**src/rtl/mux_pkg.sv**
```systemverilog
// Constants shared by the 4:1 mux tree, its probador and the receive-side demux.
package mux_pkg;
    localparam int DATA_W    = 9;
    localparam int VALID_BIT = 8;
    localparam int LANES     = 4;
    localparam int LANE_W    = 2;

    localparam logic [DATA_W-1:0] INVALID_WORD = 9'h000;
endpackage

```
**src/rtl/lane_cnt.sv**
```systemverilog
// Mod-4 lane slot counter. A lane-0 strobe realigns it and reports when the
// strobe landed in the middle of a frame.
module lane_cnt
    import mux_pkg::*;
(
    input  logic              clk4f,
    input  logic              reset,
    input  logic              load0,
    output logic [LANE_W-1:0] lane,
    output logic              mid_frame
);

    logic [LANE_W-1:0] r_lane;
    logic [LANE_W-1:0] w_lane_nxt;

    // The strobed word occupies slot 0, so the following word lands in slot 1.
    always_comb begin
        w_lane_nxt = r_lane + LANE_W'(1);
        if (load0) begin
            w_lane_nxt = LANE_W'(1);
        end
    end

    always_ff @(posedge clk4f) begin
        if (reset) begin
            r_lane <= '0;
        end else begin
            r_lane <= w_lane_nxt;
        end
    end

    assign lane      = r_lane;
    assign mid_frame = load0 && (r_lane != '0);

endmodule

```
**src/rtl/demux_l2.sv**
```systemverilog
// Serial-to-parallel demux: rebuilds four lanes from the final mux stage's word
// stream and presents them as one registered frame every four cycles.
module demux_l2
    import mux_pkg::*;
#(
    parameter int DATA_W = mux_pkg::DATA_W,
    parameter int CNT_W  = 8
) (
    input  logic              clk4f,
    input  logic              reset,
    input  logic [DATA_W-1:0] data_in,
    input  logic              lane0,
    output logic [DATA_W-1:0] data_out0,
    output logic [DATA_W-1:0] data_out1,
    output logic [DATA_W-1:0] data_out2,
    output logic [DATA_W-1:0] data_out3,
    output logic              frame_valid,
    output logic              align_err,
    output logic [CNT_W-1:0]  frame_cnt
);

    logic [LANE_W-1:0] w_lane;
    logic              w_mid_frame;
    logic [DATA_W-1:0] w_word;

    logic [DATA_W-1:0] r_shadow0;
    logic [DATA_W-1:0] r_shadow1;
    logic [DATA_W-1:0] r_shadow2;
    logic [DATA_W-1:0] r_out0;
    logic [DATA_W-1:0] r_out1;
    logic [DATA_W-1:0] r_out2;
    logic [DATA_W-1:0] r_out3;
    logic              r_frame_valid;
    logic              r_align_err;
    logic [CNT_W-1:0]  r_frame_cnt;

    lane_cnt u_lane_cnt (
        .clk4f     (clk4f),
        .reset     (reset),
        .load0     (lane0),
        .lane      (w_lane),
        .mid_frame (w_mid_frame)
    );

    // Payloads of invalid slots must never reach the outputs.
    assign w_word = data_in[DATA_W-1] ? data_in : DATA_W'(INVALID_WORD);

    always_ff @(posedge clk4f) begin
        if (reset) begin
            r_shadow0     <= '0;
            r_shadow1     <= '0;
            r_shadow2     <= '0;
            r_out0        <= '0;
            r_out1        <= '0;
            r_out2        <= '0;
            r_out3        <= '0;
            r_frame_valid <= 1'b0;
            r_align_err   <= 1'b0;
            r_frame_cnt   <= '0;
        end else begin
            r_frame_valid <= 1'b0;
            r_align_err   <= w_mid_frame;
            if (lane0) begin
                // Realign: this word starts a new frame; a partial frame is dropped,
                // including one that would have completed on this very edge.
                r_shadow0 <= w_word;
                if (w_mid_frame) begin
                    r_shadow1 <= '0;
                    r_shadow2 <= '0;
                end
            end else begin
                case (w_lane)
                    2'd0: r_shadow0 <= w_word;
                    2'd1: r_shadow1 <= w_word;
                    2'd2: r_shadow2 <= w_word;
                    default: begin
                        r_out0        <= r_shadow0;
                        r_out1        <= r_shadow1;
                        r_out2        <= r_shadow2;
                        r_out3        <= w_word;
                        r_frame_valid <= 1'b1;
                        r_frame_cnt   <= r_frame_cnt + CNT_W'(1);
                    end
                endcase
            end
        end
    end

    assign data_out0   = r_out0;
    assign data_out1   = r_out1;
    assign data_out2   = r_out2;
    assign data_out3   = r_out3;
    assign frame_valid = r_frame_valid;
    assign align_err   = r_align_err;
    assign frame_cnt   = r_frame_cnt;

endmodule
```
**config.mk**
```make
export PLATFORM = sky130hd
export DESIGN_NAME = demux_l2
export DESIGN_NICKNAME = d
export VERILOG_FILES = /design/src/rtl/mux_pkg.sv /design/src/rtl/lane_cnt.sv /design/src/rtl/demux_l2.sv
export SDC_FILE = /design/constraint.sdc
export NUM_CORES = 1
export LEC_CHECK = 0
export CAP_MARGIN = 20
export CORE_UTILIZATION = 30
export DETAILED_ROUTE_END_ITERATION = 6
export MAX_ROUTING_LAYER = met4
export PLACE_DENSITY = 0.6
export SLEW_MARGIN = 20
export SYNTH_ARGS = -nofsm -noshare
export SYNTH_HDL_FRONTEND = slang
export SYNTH_SLANG_ARGS = --single-unit
```
**constraint.sdc**
```tcl
create_clock -name clk4f -period 2.3 [get_ports clk4f]
set_input_delay 0.46 -clock clk4f [delete_from_list [all_inputs] [get_ports clk4f]]
set_output_delay 0.46 -clock clk4f [all_outputs]
set_load 0.02 [all_outputs]
```
==> impl_metrics.ini, run 1 <==
[run_status]
status = did not finish
lastStage = detailed routing (5_2_route)
toolErrorMsg = [ERROR DRT-0255] Maze Route cannot find path of net clk4f in worker of routeBox ( 48300 0 ) ( 98135 48300 ).

[logic_synthesis]
postSynthRegisterBits = 75
avgSynthCellArea_um2 = 8.28
ys_types = 26
synth_warnings = 0
seq_area_frac_synth_pct = 54.2
syn-cell-area_um2 = 2770
syn_nets = 350
synth_cells = 335

[clock_tree]
cts_made_buffers = 9
ctsRootBufferMaster = sky130_fd_sc_hd__clkbuf_8
clock-sinks = 75
htree_levels = 3
cts.repair_timing.setup_buffer_count = 0
cts_buffer_depth = 2
post_cts_resized = 0
postCtsHoldBufs = 0

[global_routing]
grt_first_pass_wirelength_um = 11100
grt_max_degree = 55
globalRouteOverflowTotal = 0
grt_util_all_layers_pct = 15.0
antenna_found_initial = 0
grt_pass1_vias = 2294

[floorplanning]
floorplan.initialDensity_pct = 31.3
die_w_um = 98.1
io-pin-count = 58
die_y_um = 98.1
core.rowCount = 34

[placement]
place.gp.congestion = 0.733
portBuffers = 57
dp_hpwl_um = 4490
[synth_stat cells (all sizes together)]
library cell  count  area share, %
a21oi            70             13
and2b             2           0.54
buf              12            2.3
clkbuf           12            1.6
dfxtp            75             54
ha                3            1.4
inv               5           0.68
mux2              2           0.81
mux2i             2           0.72
nand2            96             13
nand2b            1           0.23
nand3            25            4.5
nand3b            1           0.27
nand4             1           0.23
nand4b            1           0.86
nor2              4           0.54
nor3              1           0.18
nor3b             1           0.27
o211ai            8            2.2
o21ai             5           0.90
o31ai             1           0.27
or3               4           0.90
or4               1           0.27
xnor2             2           0.63
[layer usage]
layer	track usage, %
met1	19.8
met2	21.8
met3	3.79
met4	6.54
met5	-
[per-stage QoR]
step                std cells  utilization (%)  area (um^2)  hold slack (ns)  setup WS, ns
floorplan                 335                -         2770            0.432         0.896
global placement          485             38.9         3450            0.439         0.256
detailed placement        485             38.9         3450            0.444         0.190
CTS                       501             41.5         3670            0.454         0.375
global route              501             41.5         3670            0.468         0.343
[kinds of logic after synthesis]
| group | count (synthesis) | share of synthesized area, % |
|---|---|---|
| mux | 4 | 1.53 |
| fa+ha+maj | 3 | 1.35 |
| compound gates | 84 | 16.0 |
| buf+inv | 29 | 4.56 |
| simple gates | 138 | 21.8 |
| flops | 75 | 54.2 |
| xor+xnor | 2 | 0.632 |
==> run 2: changes to the inputs <==
--- a/config.mk
+++ b/config.mk
@@ -6,10 +6,9 @@
 export NUM_CORES = 1
 export LEC_CHECK = 0
 export CAP_MARGIN = 20
-export CORE_UTILIZATION = 30
+export CORE_UTILIZATION = 20
 export DETAILED_ROUTE_END_ITERATION = 6
-export MAX_ROUTING_LAYER = met4
-export PLACE_DENSITY = 0.6
+export PLACE_DENSITY_LB_ADDON = 0.15
 export SLEW_MARGIN = 20
 export SYNTH_ARGS = -nofsm -noshare
 export SYNTH_HDL_FRONTEND = slang
==> run 2 against run 1 <==
Effect of this change: the run now ends clean; global-route usage shrank 3.7 points; synthesized cell count is the same; synthesized area is the same.
==> impl_metrics.ini, run 2 <==
[run_status]
status = completed

[logic_synthesis]
ys_types = 26
seq_area_frac_synth_pct = 54.2
netlist_top_cells_count = sky130_fd_sc_hd__nand2_1, sky130_fd_sc_hd__dfxtp_1, sky130_fd_sc_hd__a21oi_1
postSynthRegisterBits = 75
ys_dominant_reg_cell = sky130_fd_sc_hd__dfxtp_1
syn-cell-area_um2 = 2770
avgSynthCellArea_um2 = 8.28
syn_nets = 350
yosys.area.top_type_share_pct = 54.2
synth_most_common_cell = sky130_fd_sc_hd__nand2_1
synth_warnings = 0
synth_cells = 335
count_of_flip_flops_with_a_built_in_enable_after_synthesis = 0
synthArstFlopShare_pct = 0
largest_cells_by_area_after_synthesis = sky130_fd_sc_hd__dfxtp_1, sky130_fd_sc_hd__nand2_1, sky130_fd_sc_hd__a21oi_1, sky130_fd_sc_hd__nand3_1, sky130_fd_sc_hd__o211ai_1
synth_area_leader_cell = sky130_fd_sc_hd__dfxtp_1

[placement]
dpl.cell_count = 551
detailed_place.area_um2 = 3520
portBuffers = 57
pre_cts_slack_ns = 0.202
place.gp.congestion = 0.706
dp_hpwl_um = 4960

[sta]
final.period_utilization_pct = 82.3
setup_repair_after_global_routing_missed_its_margin = no
setup_tns_ns = 0
skew_ns = 0.00908
number_of_endpoints_with_negative_hold_slack_in_the_final_report = 0
fmaxAchievable_mhz = 528
worst_slew_pin_slew_ns = 0.752
layout_setup_ws_ns = 0.408
timing.slew.headroom_pct = 48.5
final-max-slew-violation-count = 0
finalWorstPathRequiredPeriod_ns = 1.89
timing.final.setup_violations = 0

[floorplanning]
die_w_um = 120
io-pin-count = 58
core.rowCount = 42
core_area_um2 = 13400
floorplan.die_area_um2 = 14300
die_y_um = 120
floorplan.initialDensity_pct = 20.7

[clock_tree]
cts_made_buffers = 9
cts_tree = done
cts.repair_timing.setup_buffer_count = 0
ctsRootBufferMaster = sky130_fd_sc_hd__clkbuf_16
clock-sinks = 75
cts.clk_slew.worst_paths_ns = 0.06
cts_buffer_depth = 2
post_cts_resized = 0
htree_levels = 3
clkLatencyLatePin_ns = 0.33
postCtsHoldBufs = 0

[min_path]
hold-path-cell-count = 2
worstHoldPathType = reg2reg
worstHoldStart = r_shadow1[8]
hold-path-endpoint = r_shadow1[8]

[pwr]
share_comb_of_total_power_pct = 5.2
power.switching_uw = 676
seqPwrFrac_pct = 44.4
power_per_cell_area_nw_per_um2 = 784
internal_power_uw = 2330
switching_share_pct = 22.5
static_leakage_power_uw = 0.00126
peakVddDrop_mv = 0.368
power.clock.fraction_pct = 50.3

[drt]
drt.antenna.violating_nets = 0
first_pass_iters = 4
via_count = 2392
detail_route.wl_per_cell_um = 13.2
first_iter_violations = 140
via_per_inst = 4.22
drt_wl_total_um = 7490
drcViolationCount = 0

[setup_path]
critical_path.cell_chain = clkdlybuf4s50_1
critical_path.endpoint_type = primary output
cp.buffers_inverters = 1
cp_max_fo = 4
r2r_end = r_shadow0[6]
reg2reg_from = u_lane_cnt.lane[0]
critical-path-top-delay-family = buffers and inverters
timing.critical_path.slowest_cell_delay_ns = 0.66
timing.critical_path.slowest_stage_cell = sky130_fd_sc_hd__clkdlybuf4s50_1
reg2regPathDepth = 5
timing.setup.critical_path_class = reg2out
worst_ep_arrival_time_ns = 1.43
timing.critical_path.required_ns = 1.84
rrSetupSlack_ns = 0.60
timing.critical_path.from_type = register

[run]
timing.max_cap.violations = 0

[final_layout]
diodes = 0
syn2layout_area_growth_pct = 38.3
fin_area_um2 = 3830
final_util_pct = 28.6
post_route_cells_drive_above_1_share_pct = 6.65
final_cells = 567
most_common_cell_after_layout_fill_and_taps_aside = sky130_fd_sc_hd__nand2_1
layout.nets = 401
mostFrequentLayoutCells = sky130_fd_sc_hd__nand2_1, sky130_fd_sc_hd__dfxtp_1, sky130_fd_sc_hd__a21oi_1

[global_routing]
grt_util_all_layers_pct = 11.4
antenna_found_initial = 0
globalRouteOverflowTotal = 0
grt_max_degree = 76
grt_first_pass_wirelength_um = 12600
grt_pass1_vias = 2416
==> run 2: cell counts after synthesis <==
No cell type changed its count.
==> run 2: how the worst max path moves through the flow <==
stage,from,to,slack (ns),cells past startpoint
after floorplan,u_lane_cnt.lane[1],data_out3[8],0.90,6
after global placement,lane0,r_shadow2[1],0.25,4
after detailed placement,lane0,r_shadow0[6],0.20,5
after CTS,frame_cnt[0],frame_cnt[0],0.39,1
after global routing,lane0,r_shadow2[1],0.32,4
final,frame_cnt[0],frame_cnt[0],0.41,1
==> run 2: cells by family (layout without fill, tap and decap cells) <==
group / Yosys count / count (layout) / synth area share (%)
XOR/XNOR: 2 / 2 / 0.632
adder cells (fa/ha/maj): 3 / 3 / 1.35
multiplexers: 4 / 4 / 1.53
AO/OA/AOI/OAI: 84 / 84 / 16.0
AND/OR/NAND/NOR: 138 / 138 / 21.8
buffers and inverters: 29 / 85 / 4.56
flip-flops: 75 / 75 / 54.2
==> run 2: power groups by stage <==
stage / combinational, uW / clock (uW) / sequential [uW]
2_1_floorplan: 91.8 / 0 / 1360
3_3_place_gp: 160 / 0 / 1360
3_5_place_dp: 160 / 0 / 1360
4_1_cts: 160 / 1550 / 1340
5_1_grt: 175 / 1610 / 1340
6_report: 158 / 1510 / 1340
==> run 2: layout make-up <==
type	instances	area (um^2)
clock inverter	6	88.8
fill	1460	9570
clock buffer	10	229
tap	176	220
inverter	5	18.8
multi-input combinational	231	1140
timing repair buffer	64	631
sequential	75	1500
==> run 2: through the flow <==
step / total power, uW / hold WS [ns]
after detailed placement: 1520 / 0.445
after global placement: 1520 / 0.444
final: 3000 / 0.451
after global routing: 3120 / 0.467
after CTS: 3050 / 0.454
after floorplan: 1450 / 0.432
==> run 2: routing by layer <==
layer | global-route usage [%] | share of wire [%] | vias up
met4 | 4.38 | 1.7 | 0
met1 | 15.5 | 50 | 1107
li1 | - | - | 1234
met5 | 0 | 0 | -
met2 | 16.5 | 44 | 43
met3 | 3.61 | 4.4 | 8
Power figures use the tool's default switching activity.
==> run 3: changes to the inputs <==
==> constraint.sdc (replaced) <==
create_clock -name clk4f -period 1.6 [get_ports clk4f]
set_input_delay 0.32 -clock clk4f [delete_from_list [all_inputs] [get_ports clk4f]]
set_output_delay 0.32 -clock clk4f [all_outputs]
set_load 0.02 [all_outputs]
==> run 3 against run 2 <==
Effect of this change: sequential share of layout area fell by 0.79 points; power rose by 38%; via count rose by 1.9%; utilization rose by 0.59 points; non-clock buffer count rose by 11; final cell count rose by 1.6%; sequential power rose by 43%.
==> impl_metrics.ini, run 3 (same netlist as run 2, synthesis figures left out) <==
[drt]
drcViolationCount = 0
routed-wl-met3_um = 324
via_count = 2437
detailroute.wirelength.met2_um = 3330
first_pass_iters = 4
met1Wirelength_um = 3740
detail_route.wl_per_cell_um = 13.1
drt_wl_total_um = 7540
dr.max_layer_used = met4
via_per_inst = 4.23
drt.antenna.violating_nets = 0
first_iter_violations = 191

[placement]
place.gp.congestion = 0.691
dp_hpwl_um = 5140
detailed_place.area_um2 = 3650
portBuffers = 57

[pwr]
post-layout-total-power_uw = 4140
switching_share_pct = 22.0
internal_power_uw = 3230
static_leakage_power_uw = 0.00165
power.clock.fraction_pct = 47.4
power_per_cell_area_nw_per_um2 = 1060
share_comb_of_total_power_pct = 6.3
power.switching_uw = 908
peakVddDrop_mv = 0.521
seqPwrFrac_pct = 46.3

[setup_path]
worst-path-stages = 1
timing.critical_path.slowest_cell_delay_ns = 0.60
reg2regPathDepth = 7
timing.critical_path.from_type = register
timing.critical_path.slowest_stage_cell = sky130_fd_sc_hd__clkdlybuf4s50_1
timing.critical_path.to = data_out3[0]
r2r_end = r_shadow0[0]
cp_max_fo = 2
cp.buffers_inverters = 1
critical_path.endpoint_type = primary output
critical_path.cell_chain = clkdlybuf4s50_1
reg2reg_from = u_lane_cnt.lane[0]
worst_ep_arrival_time_ns = 1.25
critical-path-top-delay-family = buffers and inverters
startpoint = data_out3[0]
timing.setup.critical_path_class = reg2out
timing.critical_path.required_ns = 1.28
rrSetupSlack_ns = 0.22

[sta]
timing.final.setup_violations = 0
fmaxAchievable_mhz = 635
final-max-slew-violation-count = 0
worst_slew_pin_slew_ns = 0.344
number_of_endpoints_with_negative_hold_slack_in_the_final_report = 0
setup_repair_after_global_routing_missed_its_margin = no
timing.slew.headroom_pct = 77.1
skew_ns = 0.00481
final.period_utilization_pct = 98.4
finalWorstPathRequiredPeriod_ns = 1.57

[final_layout]
post_route_cells_drive_above_1_share_pct = 8.75
fin_area_um2 = 3910
most_common_cell_after_layout_fill_and_taps_aside = sky130_fd_sc_hd__nand2_1
syn2layout_area_growth_pct = 41.1
mostFrequentLayoutCells = sky130_fd_sc_hd__nand2_1, sky130_fd_sc_hd__dfxtp_1, sky130_fd_sc_hd__a21oi_1
diodes = 0
layout.nets = 412
final_util_pct = 29.2

[global_routing]
grt_pass1_vias = 2423
grt_first_pass_wirelength_um = 12500
grt_util_all_layers_pct = 11.4
globalRouteOverflowTotal = 0
grt_max_degree = 76
antenna_found_initial = 0

[floorplanning]
io-pin-count = 58
floorplan.initialDensity_pct = 20.7
core_area_um2 = 13400
die_y_um = 120
floorplan.die_area_um2 = 14300
die_w_um = 120
core.rowCount = 42

[clock_tree]
ctsRootBufferMaster = sky130_fd_sc_hd__clkbuf_16
clock-sinks = 75
htree_levels = 3
cts_tree = done
cts_made_buffers = 9
cts_buffer_depth = 2
cts.clk_slew.worst_paths_ns = 0.06
clkLatencyLatePin_ns = 0.34
postCtsHoldBufs = 0
cts.repair_timing.setup_buffer_count = 0

[min_path]
worstHoldPathType = reg2reg

[run]
timing.max_cap.violations = 0

[run_status]
status = completed
## run 3: cell types whose count changed in the layout (fill, tap and decap cells not counted), sizes merged, moves of 2 or more
cell	change
buf	+11
dlymetal6s2s	+9
clkinvlp	-2
clkdlybuf4s50	-42
dlygate4sd2	+33
## run 3: through the flow
stage	hold WS, ns	setup TNS, ns	setup WS, ns	cells
floorplan	0.432	0	0.196	335
global placement	0.442	-1.11	-0.0647	562
detailed placement	0.444	-2.15	-0.106	562
CTS	0.453	0	0.000313	576
global route	0.469	0	0.000548	576
finish	0.451	0	0.0257	576
## run 3: what timing repair did
action,4_1_cts,5_1_grt
resized for setup,33,9
pin swaps,0,0
hold endpoints to repair,0,0
endpoints found under the setup margin,33,9
## run 3: power by group through the flow
stage                     Sequential [uW]  Combinational (uW)  Clock, uW
after floorplan                      1960                 132          0
after global placement               1960                 263          0
after detailed placement             1960                 267          0
after CTS                            1920                 265       2040
after global routing                 1920                 290       2120
final                                1920                 259       1960
## run 3: layout make-up
type	instances	area [um^2]
sequential	75	1500
tap	176	220
inverter	5	18.8
clock buffer	11	243
clock inverter	3	40.0
timing repair buffer	75	744
fill	1462	9490
multi-input combinational	231	1140
## run 3: worst min path at each step
stage                     cells past startpoint  slack (ns)           end          from
final                                         2        0.45  data_out1[1]  data_out1[1]
after global routing                          2        0.47  data_out1[1]  data_out1[1]
after CTS                                     2        0.45  r_shadow1[8]  r_shadow1[8]
after detailed placement                      2        0.44  r_shadow1[8]  r_shadow1[8]
after global placement                        2        0.44  data_out1[8]  r_shadow1[8]
after floorplan                               2        0.43  r_shadow2[8]  r_shadow2[8]
## run 3: routing by layer
layer	global-route usage, %	up-vias
met5	0	-
met4	6.33	0
met1	15.2	1124
met3	2.80	11
li1	-	1256
met2	16.7	46
## run 3: worst reg2reg max path, delay by kind of cell (launching register included)
family / cells / cell delay (ns)
AOI/OAI and AO/OA: 1 / 0.12
adders and majority gates: 1 / 0.31
buffers and inverters: 3 / 0.37
DFF: 1 / 0.33
and+or+nand+nor: 2 / 0.20
